==> config.mk <==
export PLATFORM = sky130hd
export DESIGN_NAME = comb_engine
export DESIGN_NICKNAME = d
export VERILOG_FILES = /design/src/rtl/comb_pkg.sv /design/src/rtl/comb_stack.sv /design/src/rtl/comb_engine.sv
export SDC_FILE = /design/constraint.sdc
export NUM_CORES = 1
export LEC_CHECK = 0
export CAP_MARGIN = 30
export CORE_UTILIZATION = 30
export CTS_CLUSTER_DIAMETER = 40
export DETAILED_ROUTE_END_ITERATION = 6
export SETUP_SLACK_MARGIN = 0.15
export SKIP_LAST_GASP = 1
export SLEW_MARGIN = 15
export SYNTH_ARGS = -nofsm -noshare
export SYNTH_HDL_FRONTEND = slang
export SYNTH_HIERARCHICAL = 1
export SYNTH_SLANG_ARGS = --single-unit
==> constraint.sdc <==
create_clock -name clk -period 6.2 [get_ports clk]
set_input_delay 1.24 -clock clk [delete_from_list [all_inputs] [get_ports clk]]
set_output_delay 1.24 -clock clk [all_outputs]
set_load 0.02 [all_outputs]
==> src/rtl/comb_pkg.sv <==
// comb_pkg: shared state type, frame width and leaf test for the binomial engine
package comb_pkg;
  typedef enum logic [1:0] {IDLE, BUSY, DONE} state_t;
  function automatic int frame_w(input int nw);
    return 2 * nw;
  endfunction
  function automatic logic is_leaf(input logic [31:0] n, input logic [31:0] m);
    return m == 0 || m == n;
  endfunction
endpackage

==> src/rtl/comb_stack.sv <==
// comb_stack: LIFO (clk, rst active-low sync, clr/push/pop/split in, d_top/d_new in, top/occ/full/empty out); split rewrites top and pushes d_new
module comb_stack #(
  parameter int W = 8,
  parameter int DEPTH = 16,
  localparam int OW = $clog2(DEPTH + 1),
  localparam int AW = DEPTH > 1 ? $clog2(DEPTH) : 1
) (
  input  logic          clk,
  input  logic          rst,
  input  logic          clr,
  input  logic          push,
  input  logic          pop,
  input  logic          split,
  input  logic [W-1:0]  d_top,
  input  logic [W-1:0]  d_new,
  output logic [W-1:0]  top,
  output logic [OW-1:0] occ,
  output logic          full,
  output logic          empty
);
  logic [W-1:0] mem [DEPTH];
  logic [AW-1:0] wi, ti;
  assign wi = AW'(occ);
  assign ti = AW'(occ - OW'(1));
  assign top = mem[ti];
  assign full = occ == OW'(DEPTH);
  assign empty = occ == '0;
  always_ff @(posedge clk) begin
    if (split) mem[ti] <= d_top;
    if (push || split) mem[wi] <= d_new;
  end
  always_ff @(posedge clk)
    if (!rst || clr) occ <= '0;
    else if (push || split) occ <= occ + OW'(1);
    else if (pop) occ <= occ - OW'(1);
endmodule

==> src/rtl/comb_engine.sv <==
// comb_engine: C(n,m) by stack recursion (clk, rst active-low sync, start/n_in/m_in in; busy/done/result/ovf/inv/stk_err/max_depth out)
module comb_engine
  import comb_pkg::*;
#(
  parameter int NW = 4,
  parameter int CW = 13,
  parameter int DEPTH = 16,
  localparam int OW = $clog2(DEPTH + 1)
) (
  input  logic          clk,
  input  logic          rst,
  input  logic          start,
  input  logic [NW-1:0] n_in,
  input  logic [NW-1:0] m_in,
  output logic          busy,
  output logic          done,
  output logic [CW-1:0] result,
  output logic          ovf,
  output logic          inv,
  output logic          stk_err,
  output logic [OW-1:0] max_depth
);
  localparam int FW = frame_w(NW);
  state_t state, state_n;
  logic [FW-1:0] top, d_top, d_new;
  logic [OW-1:0] occ;
  logic [NW-1:0] tn, tm;
  logic full, empty, leaf, bad, accept, push, pop, split, clr;
  assign tn = top[FW-1:NW];
  assign tm = top[NW-1:0];
  assign leaf = is_leaf(32'(tn), 32'(tm));
  assign bad = m_in > n_in;
  assign accept = state == IDLE && start;
  assign d_top = {tn - NW'(1), tm};
  assign d_new = push ? {n_in, m_in} : {tn - NW'(1), tm - NW'(1)};
  assign busy = state == BUSY;
  assign done = state == DONE;
  comb_stack #(.W(FW), .DEPTH(DEPTH)) u_stack (
    .clk(clk), .rst(rst), .clr(clr), .push(push), .pop(pop), .split(split),
    .d_top(d_top), .d_new(d_new), .top(top), .occ(occ), .full(full), .empty(empty)
  );
  always_comb begin
    push = accept && !bad;
    pop = busy && leaf;
    split = busy && !leaf && !full;
    clr = busy && !leaf && full;
    state_n = state == IDLE ? (start ? (bad ? DONE : BUSY) : IDLE)
            : state == BUSY ? ((pop && occ == OW'(1)) || clr ? DONE : BUSY)
            : IDLE;
  end
  always_ff @(posedge clk)
    if (!rst) state <= IDLE;
    else state <= state_n;
  always_ff @(posedge clk)
    if (!rst) begin
      result <= '0;
      ovf <= 1'b0;
      inv <= 1'b0;
      stk_err <= 1'b0;
      max_depth <= '0;
    end else if (accept) begin
      result <= '0;
      ovf <= 1'b0;
      stk_err <= 1'b0;
      inv <= bad;
      max_depth <= bad ? '0 : OW'(1);
    end else if (pop) begin
      result <= &result ? result : result + CW'(1);
      ovf <= ovf | &result;
    end else if (split) begin
      max_depth <= max_depth > occ ? max_depth : occ + OW'(1);
    end else if (clr) begin
      stk_err <= 1'b1;
      result <= '0;
    end
endmodule

==> metrics.md, run 1 <==
| Metric | Value |
|---|---|
| Crit path DAT | `5.27 ns` |
| RSZ-0062 raised after global routing | `false` |
| Die H | `173 um` |
| Number of port buffers | `33` |
| Syn Std Cell Area | `8780 sq um` |
| Die W | `173 um` |
| Buffers and inverters on the worst path | `0` |
| Post-synth net total | `686` |
| CP cell instances | `o21ai_0 -> a41o_1 -> a22oi_2 -> nand3_1 -> xor2_1 -> o41ai_1 -> nor3_2 -> or2_1 -> nand2_1 -> nor2_2 -> a31o_1` |
| Setup crit end kind | `register` |
| Largest net degree at the start of global routing | `22` |
| DRT antenna net count | `0` |
| Max Fclk | `195 MHz` |
| WL final | `23.2 mm` |
| Final setup viols | `0` |
| Postcts setup bufs | `0` |
| Drt wl/cell | `21.3 um` |
| DPL Wire Length | `15.3 mm` |
| GR Util All Layers | `15.6%` |
| Die ar. | `30,000 sq um` |
| Final Core Density | `35.1%` |
| Setup Crit Path Kind | `register to register` |
| Vias | `5,833` |
| Reg2reg setup slack | `1.07 ns` |
| Place WS | `1.14 ns` |
| Clock Sinks | `156` |
| Worst skew pair latency | `0.43 ns` |
| CP peak stage delay | `0.88 ns` |
| # nets final | `724` |
| Fillcell total | `2,755` |
| Synthesized area per cell | `13.4 sq um` |
| Delay-heaviest family, CP | `compound AO/OA/AOI/OAI gates` |
| Final Critical Period | `5.13 ns` |
| Max transition margin | `36.4%` |
| Congestion Overflow GR | `0` |
| Core Area | `28,800 sq um` |
| Clock root buffer | `clkbuf_16` |
| Area of the multi-input gates | `4100 sq um` |
| TritonCTS clock tree | `done` |
| Final Max Tran Viols | `0` |
| Initial core utilization | `30.5%` |
| Hold WC Path Type | `register to register` |
| DR iter-0 viols | `690` |
| Setup_tns | `0 ns` |
| Worst-path cell with the longest stage delay | `o41ai_1` |
| CTS clk-pin slew, worst paths | `0.06 ns` |
| I/O pin cnt | `34` |
| Post-CTS Resized | `0` |
| Clock Skew | `0.0125 ns` |
| N_diodes | `0` |
| Sequential cell area | `4410 sq um` |
| Post-CTS Hold Buffers | `0` |
| Synth warn | `6` |
| DRC | `0` |
| Worst slew pin tran | `0.941 ns` |
| Max-capacitance violation count | `0` |
| Initial antenna violation count | `0` |
| Drt first pass iters | `5` |
| Clock Path Buffers | `2` |
| CTS H-Tree Depth | `4` |
| Area growth, synth to finish | `15.1%` |
| CP Max Fanout | `17` |
| Crit path required time | `6.34 ns` |
| Final setup slack of the worst path | `1.07 ns` |
| Hold Vio Cnt, Final | `0` |
| Cells after Synth | `654` |
| Vias in the first global route | `5,644` |
| Vias per cell | `5.36` |
| First-pass GRT wire length | `35.4 mm` |
| Row count | `62` |
| Placer Congestion | `0.905` |
| Inserted Clock Buffers | `17` |
| Final worst-path cycle share | `82.8%` |
| Worst Setup Start Kind | `register` |
| Layout cells sized above 1 | `35.7%` |
| Status | `finished clean` |
==> through the flow <==
stage	cell area [sq um]	std cells	hold slack (ns)
2_1_floorplan	8780	654	0.522
3_3_place_gp	9580	1056	0.440
3_5_place_dp	9590	1057	0.439
4_1_cts	10100	1088	0.448
5_1_grt	10100	1088	0.475
6_report	10100	1088	0.443
==> cells in the final DEF (no fill, tap or decap), drive strengths merged, types with 8 or more instances in the layout <==
cell type	count
mux2	133
buf	24
nor3	10
nor2	33
nand4	13
a21oi	22
a22oi	8
inv	25
edfxtp	128
o21ai	31
clkdlybuf4s50	33
a31o	8
dfxtp	28
xor2	14
mux4	32
nand2	22
clkinv	10
ha	21
nand3	21
clkbuf	18
==> area by class of cell <==
| type | count | share of cell area, % |
|---|---|---|
| flip-flops and latches | 156 | 43.6 |
| multi-input cells | 436 | 40.6 |
| repair buffers | 57 | 5.05 |
| well taps | 384 | 4.75 |
| clock buffers | 18 | 4.24 |
| clock inverters | 13 | 0.940 |
| inverters | 24 | 0.891 |
==> worst reg2reg max path, cell delays in order (launching register included) <==
cell and delay, ns:
dfxtp_1 0.87, o21ai_0 0.44, a41o_1 0.53, a22oi_2 0.25
nand3_1 0.29, xor2_1 0.26, o41ai_1 0.88, nor3_2 0.08
or2_1 0.43, nand2_1 0.30, nor2_2 0.16, a31o_1 0.35
==> sequential cells by signal, summed over array words and instances (netlist names) <==
register,cells
u_stack/mem,128
result,13
max_depth,5
u_stack/occ,5
state,2
inv,1
ovf,1
stk_err,1
==> layer usage <==
metal  track usage, %  part of all wire [%]  vias up  wire length (um)
met5                0                     0        -                 0
met3             3.28                   5.9       24              1370
met1             22.3                    46     2984             10700
met2             24.0                    46      196             10700
li1                 -                     -     2629                 -
met4             4.17                   1.6        0               373
==> worst paths after layout <==
kind / to / from / cells past startpoint
worst max-delay path: u_stack/mem[4][5] / u_stack/occ[3] / 11
worst min register to register: stk_err / stk_err / 2
worst min-delay path: stk_err / stk_err / 2
worst max register to register: u_stack/mem[4][5] / u_stack/occ[3] / 11
Power of run 1 is not shown: default switching activity piles up to over one toggle a cycle in this logic, so the estimate is an artifact.
==> run 2, diff against run 1 <==
==> constraint.sdc (replaced) <==
create_clock -name clk -period 4.9 [get_ports clk]
set_input_delay 0.98 -clock clk [delete_from_list [all_inputs] [get_ports clk]]
set_output_delay 0.98 -clock clk [all_outputs]
set_load 0.02 [all_outputs]
==> run 2 against run 1 <==
Against the previous run: non-clock buffer count rose by 9; clock skew decreased by 0.0026 ns; setup slack worse by 0.67 ns; flip-flop and latch count unchanged; clock-buffer cell count unchanged.
==> metrics.md, run 2 (synthesis gave the netlist of run 1 again) <==
| Metric | Value |
|---|---|
| Status | `finished clean (unchanged)` |
| Commonest non-fill, non-tap cell in the layout | `mux2_2 (unchanged)` |
| Clock Skew | `0.00984 ns (was 0.0125 ns)` |
| Fillcell total | `2,764 (was 2,755)` |
| Largest net degree at the start of global routing | `25 (was 22)` |
| Die W | `173 um (unchanged)` |
| Reg with most FFs | `u_stack/mem (unchanged)` |
| WL final | `22.7 mm (was 23.2 mm)` |
| CP Max Fanout | `12 (was 17)` |
| Final setup viols | `0 (unchanged)` |
| CTS clk-pin slew, worst paths | `0.07 ns (was 0.06 ns)` |
| Drt wl/cell | `20.7 um (was 21.3 um)` |
| DRC | `0 (unchanged)` |
| Area growth, synth to finish | `16.4% (was 15.1%)` |
| Placer Congestion | `0.907 (was 0.905)` |
| Worst skew pair latency | `0.43 ns (about the same)` |
| Final Max Tran Viols | `0 (unchanged)` |
| Clock Sinks | `156 (unchanged)` |
| Largest regs | `u_stack/mem x128, result x13 (unchanged)` |
| RSZ-0062 raised after global routing | `false (unchanged)` |
| Post-CTS Hold Buffers | `0 (unchanged)` |
| Final Critical Period | `4.50 ns (was 5.13 ns)` |
| Row count | `62 (unchanged)` |
| Hold WC Path Type | `register to register (unchanged)` |
| First-pass GRT wire length | `35.0 mm (was 35.4 mm)` |
| CTS H-Tree Depth | `4 (unchanged)` |
| I/O pin cnt | `34 (unchanged)` |
| Initial core utilization | `30.5% (unchanged)` |
| Layout cells sized above 1 | `37.2% (was 35.7%)` |
| GR Util All Layers | `15.4% (was 15.6%)` |
| Commonest non-fill, non-tap cells in the layout | `131 x mux2_2, 128 x edfxtp_1, 33 x clkdlybuf4s50_1, 33 x buf_4, 32 x mux4_2 (was 131 x mux2_2, 128 x edfxtp_1, 33 x clkdlybuf4s50_1, 32 x mux4_2, 31 x o21ai_0)` |
| Clock root buffer | `clkbuf_16 (unchanged)` |
| DR iter-0 viols | `560 (was 690)` |
| Final worst-path cycle share | `91.9% (was 82.8%)` |
| Hold Vio Cnt, Final | `0 (unchanged)` |
| Max-capacitance violation count | `0 (unchanged)` |
| Vias per cell | `5.26 (was 5.36)` |
| Clock Path Buffers | `2 (unchanged)` |
| Drt first pass iters | `4 (was 5)` |
| N_diodes | `0 (unchanged)` |
| TritonCTS clock tree | `done (unchanged)` |
| DPL Wire Length | `15.7 mm (was 15.3 mm)` |
| Number of port buffers | `33 (unchanged)` |
| Worst Setup Start Kind | `register (unchanged)` |
| Setup_tns | `0 ns (unchanged)` |
| Inserted Clock Buffers | `17 (unchanged)` |
| Area of the multi-input gates | `4120 sq um (was 4100 sq um)` |
| Setup crit end kind | `register (unchanged)` |
| Max transition margin | `37.1% (was 36.4%)` |
| Die ar. | `30,000 sq um (unchanged)` |
| Initial antenna violation count | `0 (unchanged)` |
| Congestion Overflow GR | `0 (unchanged)` |
| Die H | `173 um (unchanged)` |
| Max reg flops | `128 (unchanged)` |
| Max Fclk | `222 MHz (was 195 MHz)` |
| Vias | `5,772 (was 5,833)` |
| Core Area | `28,800 sq um (unchanged)` |
| Vias in the first global route | `5,677 (was 5,644)` |
| # nets final | `733 (was 724)` |
| Crit path DAT | `4.68 ns (was 5.27 ns)` |
| Worst slew pin tran | `0.938 ns (was 0.941 ns)` |
| Setup Crit Path Kind | `register to register (unchanged)` |
| Crit path required time | `5.08 ns (was 6.34 ns)` |
| DRT antenna net count | `0 (unchanged)` |
| Sequential cell area | `4410 sq um (unchanged)` |
[run 2: cell count changes in the layout (fill, tap and decap cells not counted), moves of 2 or more]
cell     before  now
nor2_2        5    3
o21ai_0      31   28
a31o_2        4    7
inv_6         2    0
a31o_1        4    1
nor2_4        3    5
buf_4        24   33
o21ai_1       0    3
inv_8         0    2
[run 2: routing by layer]
layer | global-route usage [%] | vias to the layer above | share of wire [%]
li1 | - | 2645 | -
met3 | 3.03 | 28 | 4.4
met4 | 4.35 | 0 | 1.8
met1 | 21.1 | 2946 | 46
met2 | 24.6 | 153 | 47
met5 | 0 | - | 0
[run 2: final cells by class]
type                            instances  share of cell area (%)
Multi-Input combinational cell        436                    40.3
Tap cell                              384                    4.70
Inverter                               24                   0.881
Timing Repair Buffer                   66                    5.65
Clock inverter                         13                    1.19
Clock buffer                           18                    4.20
Sequential cell                       156                    43.1
[run 2: per-stage QoR]
step / instances / area [sq um] / utilization (%) / hold slack (ns) / worst slack [ns]
final: 1097 / 10200 / 35.5 / 0.454 / 0.396
after global routing: 1097 / 10200 / 35.5 / 0.483 / 0.167
after CTS: 1095 / 10200 / 35.4 / 0.454 / 0.264
after detailed placement: 1064 / 9650 / 33.5 / 0.445 / 0.287
after global placement: 1064 / 9650 / 33.5 / 0.438 / 0.511
after floorplan: 654 / 8800 / - / 0.522 / 0.152
[run 2: final timing paths]
kind	to	slack, ns	cells after the start	startpoint
max	u_stack/mem[11][4]	0.40	15	u_stack/occ[0]
min reg2reg	stk_err	0.45	2	stk_err
min	stk_err	0.45	2	stk_err
max reg2reg	u_stack/mem[11][4]	0.40	15	u_stack/occ[0]
[run 2: worst max-delay path, cell delays in order, from the launching register on]
cell and delay, ns:
dfxtp_2 0.45, inv_1 0.14, ha_1 0.33, nor3b_1 0.23, a41o_1 0.50, a22oi_2 0.10
nand3_1 0.18, inv_1 0.09, ha_1 0.19, or3b_1 0.23, o41ai_2 0.12, nor3_2 0.15
or2_1 0.42, nand2_2 0.25, nor2_2 0.48, mux2_2 0.39
[run 2: what timing repair did]
item | in CTS | in global routing
resized for setup | 0 | 6
buffers inserted | 0 | 2
setup endpoints to repair | 0 | 111
hold endpoints to repair | 0 | 0
Power of run 2 is left out for the same reason.
==> run 3, diff against run 2 <==
--- a/config.mk
+++ b/config.mk
@@ -14,5 +14,4 @@
 export SLEW_MARGIN = 15
 export SYNTH_ARGS = -nofsm -noshare
 export SYNTH_HDL_FRONTEND = slang
-export SYNTH_HIERARCHICAL = 1
 export SYNTH_SLANG_ARGS = --single-unit
==> run 3 against run 2 <==
Against the previous run: non-clock buffer count fell by 2; register-to-register slack improved by 0.14 ns; final cell count rose by 5.3%; critical endpoint is now u_stack.mem[11][1]; fmax rose by 3.3%; die area rose by 1.1%; first-iteration DRC count fell by 3.9%; flip-flop and latch count did not move.
==> metrics.md, run 3 <==
| Metric | Value |
|---|---|
| Status | `finished clean (unchanged)` |
| Commonest non-fill, non-tap cells in the layout | `128 x edfxtp_1, 70 x mux2i_1, 58 x nand2_1, 44 x o21ai_0, 37 x a21oi_1 (was 131 x mux2_2, 128 x edfxtp_1, 33 x clkdlybuf4s50_1, 33 x buf_4, 32 x mux4_2)` |
| Clock Sinks | `156 (unchanged)` |
| Final Core Density | `35.1% (was 35.5%)` |
| Crit path DAT | `4.45 ns (was 4.68 ns)` |
| Cells after Synth | `737 (was 654)` |
| Max reg flops | `128 (unchanged)` |
| Vias in the first global route | `6,104 (was 5,677)` |
| Clock Skew | `0.0110 ns (was 0.00984 ns)` |
| DR iter-0 viols | `538 (was 560)` |
| WL final | `23.2 mm (was 22.7 mm)` |
| Most common cell in the synthesized netlist | `edfxtp_1` |
| Commonest non-fill, non-tap cell in the layout | `edfxtp_1 (was mux2_2)` |
| Crit path required time | `4.98 ns (was 5.08 ns)` |
| CTS clk-pin slew, worst paths | `0.06 ns (was 0.07 ns)` |
| Vias | `6,088 (was 5,772)` |
| Fillcell total | `2,808 (was 2,764)` |
| Setup_tns | `0 ns (unchanged)` |
| Critical path's most frequent cell | `inv_1` |
| TritonCTS clock tree | `done (unchanged)` |
| Hold WC Path Type | `register to register (unchanged)` |
| Final Max Tran Viols | `0 (unchanged)` |
| Synthesized area per cell | `12.1 sq um (was 13.4 sq um)` |
| GR Util All Layers | `15.6% (was 15.4%)` |
| Worst-path cell with the longest stage delay | `o21ai_0 (was a41o_1)` |
| Max-capacitance violation count | `0 (unchanged)` |
| Async SR Flop Fraction | `0%` |
| DRT antenna net count | `0 (unchanged)` |
| Die ar. | `30,300 sq um (was 30,000 sq um)` |
| Drt first pass iters | `7 (was 4)` |
| Drt wl/cell | `20.1 um (was 20.7 um)` |
| Clock root buffer | `clkbuf_16 (unchanged)` |
| Post-synth net total | `767 (was 686)` |
| Synth area leaders | `edfxtp_1 43%, mux2i_1 7.9%, dfxtp_1 6.3%` |
| Max Fclk | `229 MHz (was 222 MHz)` |
| Die W | `174 um (was 173 um)` |
| First-pass GRT wire length | `35.9 mm (was 35.0 mm)` |
| Final Critical Period | `4.36 ns (was 4.50 ns)` |
| DPL Wire Length | `16.3 mm (was 15.7 mm)` |
| Setup crit end kind | `register (unchanged)` |
| Postcts setup bufs | `0 (unchanged)` |
| Setup Crit Path Kind | `register to register (unchanged)` |
| Largest net degree at the start of global routing | `25 (unchanged)` |
| Core Area | `28,900 sq um (was 28,800 sq um)` |
| Synth top area share | `43.3%` |
| Area of the multi-input gates | `4030 sq um (was 4120 sq um)` |
| Number of port buffers | `33 (unchanged)` |
| Post-synth EDFFs | `128` |
| Leading area contributor after synthesis | `edfxtp_1` |
| Post-CTS Resized | `0 (unchanged)` |
| Reg with most FFs | `u_stack.mem (was u_stack/mem)` |
| Buffers and inverters on the worst path | `3 (was 2)` |
| Main synth FF type | `edfxtp_1` |
| Syn Std Cell Area | `8880 sq um (was 8780 sq um)` |
| I/O pin cnt | `34 (unchanged)` |
| Clock Path Buffers | `2 (unchanged)` |
| Post-CTS Hold Buffers | `0 (unchanged)` |
| Seq/Total Area, Yosys | `49.6%` |
| Die H | `174 um (was 173 um)` |
| CP cell instances | `inv_1 -> ha_1 -> buf_12 -> mux4_2 -> inv_1 -> o22ai_1 -> a221oi_1 -> xor2_1 -> nor4_1 -> o21ai_0 -> and2_1 -> a21o_1 (was inv_1 -> ha_1 -> nor3b_1 -> a41o_1 -> a22oi_2 -> nand3_1 -> inv_1 -> ha_1 -> or3b_1 -> o41ai_2 -> nor3_2 -> or2_1 -> nand2_2 -> nor2_2 -> mux2_2)` |
| Max transition margin | `43.0% (was 37.1%)` |
| Congestion Overflow GR | `0 (unchanged)` |
| N_diodes | `0 (unchanged)` |
| Final worst-path cycle share | `89.0% (was 91.9%)` |
| Row count | `62 (unchanged)` |
| Final setup viols | `0 (unchanged)` |
| Distinct cell type count after synthesis | `66` |
| Initial antenna violation count | `0 (unchanged)` |
| Delay-heaviest family, CP | `compound AO/OA/AOI/OAI gates (was simple AND/OR/NAND/NOR gates)` |
| Top post-synthesis cells by count | `128 x edfxtp_1, 70 x mux2i_1, 58 x nand2_1, 44 x o21ai_0, 37 x a21oi_1` |
| Worst slew pin tran | `0.852 ns (was 0.938 ns)` |
| Synth Register Bits | `156` |
| Hold Vio Cnt, Final | `0 (unchanged)` |
| Layout cells sized above 1 | `16.3% (was 37.2%)` |
| CP Max Fanout | `24 (was 12)` |
| Worst skew pair latency | `0.43 ns (about the same)` |
| CTS H-Tree Depth | `4 (unchanged)` |
| Largest regs | `u_stack.mem x128, result x13 (was u_stack/mem x128, result x13)` |
| Placer Congestion | `0.859 (was 0.907)` |
| DRC | `0 (unchanged)` |
| CP peak stage delay | `0.67 ns (was 0.50 ns)` |
| Sequential cell area | `4410 sq um (unchanged)` |
| Worst Setup Start Kind | `register (unchanged)` |
| Inserted Clock Buffers | `17 (unchanged)` |
| Vias per cell | `5.27 (was 5.26)` |
| RSZ-0062 raised after global routing | `false (unchanged)` |
| Synth warn | `0 (was 6)` |
| # nets final | `788 (was 733)` |
| Area growth, synth to finish | `14.4% (was 16.4%)` |
| Initial core utilization | `30.7% (was 30.5%)` |
-- run 3: cell families (layout without fill, tap and decap cells) --
| logic type | Yosys count | after routing | synth area share (%) |
|---|---|---|---|
| AND/OR/NAND/NOR | 198 | 198 | 11.3 |
| flip-flops | 156 | 156 | 49.6 |
| AO/OA/AOI/OAI | 144 | 144 | 11.7 |
| multiplexers | 118 | 118 | 18.5 |
| buffers and inverters | 91 | 125 | 5.14 |
| adder cells (fa/ha/maj) | 19 | 19 | 2.68 |
| XOR/XNOR | 11 | 11 | 1.17 |
-- run 3: worst paths after layout --
kind | start | endpoint | slack, ns | depth (start not counted)
worst max-delay path | u_stack.occ[0] | u_stack.mem[11][1] | 0.54 | 12
worst min-delay path | inv | inv | 0.47 | 2
worst max register to register | u_stack.occ[0] | u_stack.mem[11][1] | 0.54 | 12
worst min register to register | inv | inv | 0.47 | 2
-- run 3: layout make-up --
class,instances,area share [%]
clock buffer,18,4.22
tap,384,4.73
clock inverter,14,1.34
timing repair buffer,64,5.66
inverter,29,1.07
multi-input combinational,490,39.6
sequential,156,43.3
-- run 3: worst reg2reg max path, cell delays in order (launching register included) --
cell and delay [ns]:
dfxtp_2 0.43, inv_1 0.14, ha_1 0.36, buf_12 0.19
mux4_2 0.33, inv_1 0.10, o22ai_1 0.09, a221oi_1 0.40
xor2_1 0.37, nor4_1 0.14, o21ai_0 0.67, and2_1 0.42
a21o_1 0.39
-- run 3: routing by layer --
metal | vias up | track usage (%) | wire length, um
li1 | 2829 | - | -
met1 | 3057 | 19.9 | 10200
met3 | 36 | 2.71 | 953
met5 | - | 0 | 0
met2 | 166 | 25.8 | 11400
met4 | 0 | 6.58 | 656
-- run 3: through the flow --
stage               setup slack, ns  hold WS [ns]  cell area, sq um  std cells
floorplan                     0.203         0.535              8880        737
global placement              0.303         0.460              9600       1123
detailed placement            0.293         0.464              9600       1123
CTS                           0.625         0.476             10200       1155
global route                  0.291         0.510             10200       1155
finish                        0.539         0.470             10200       1155
Power of run 3 is left out for the same reason.
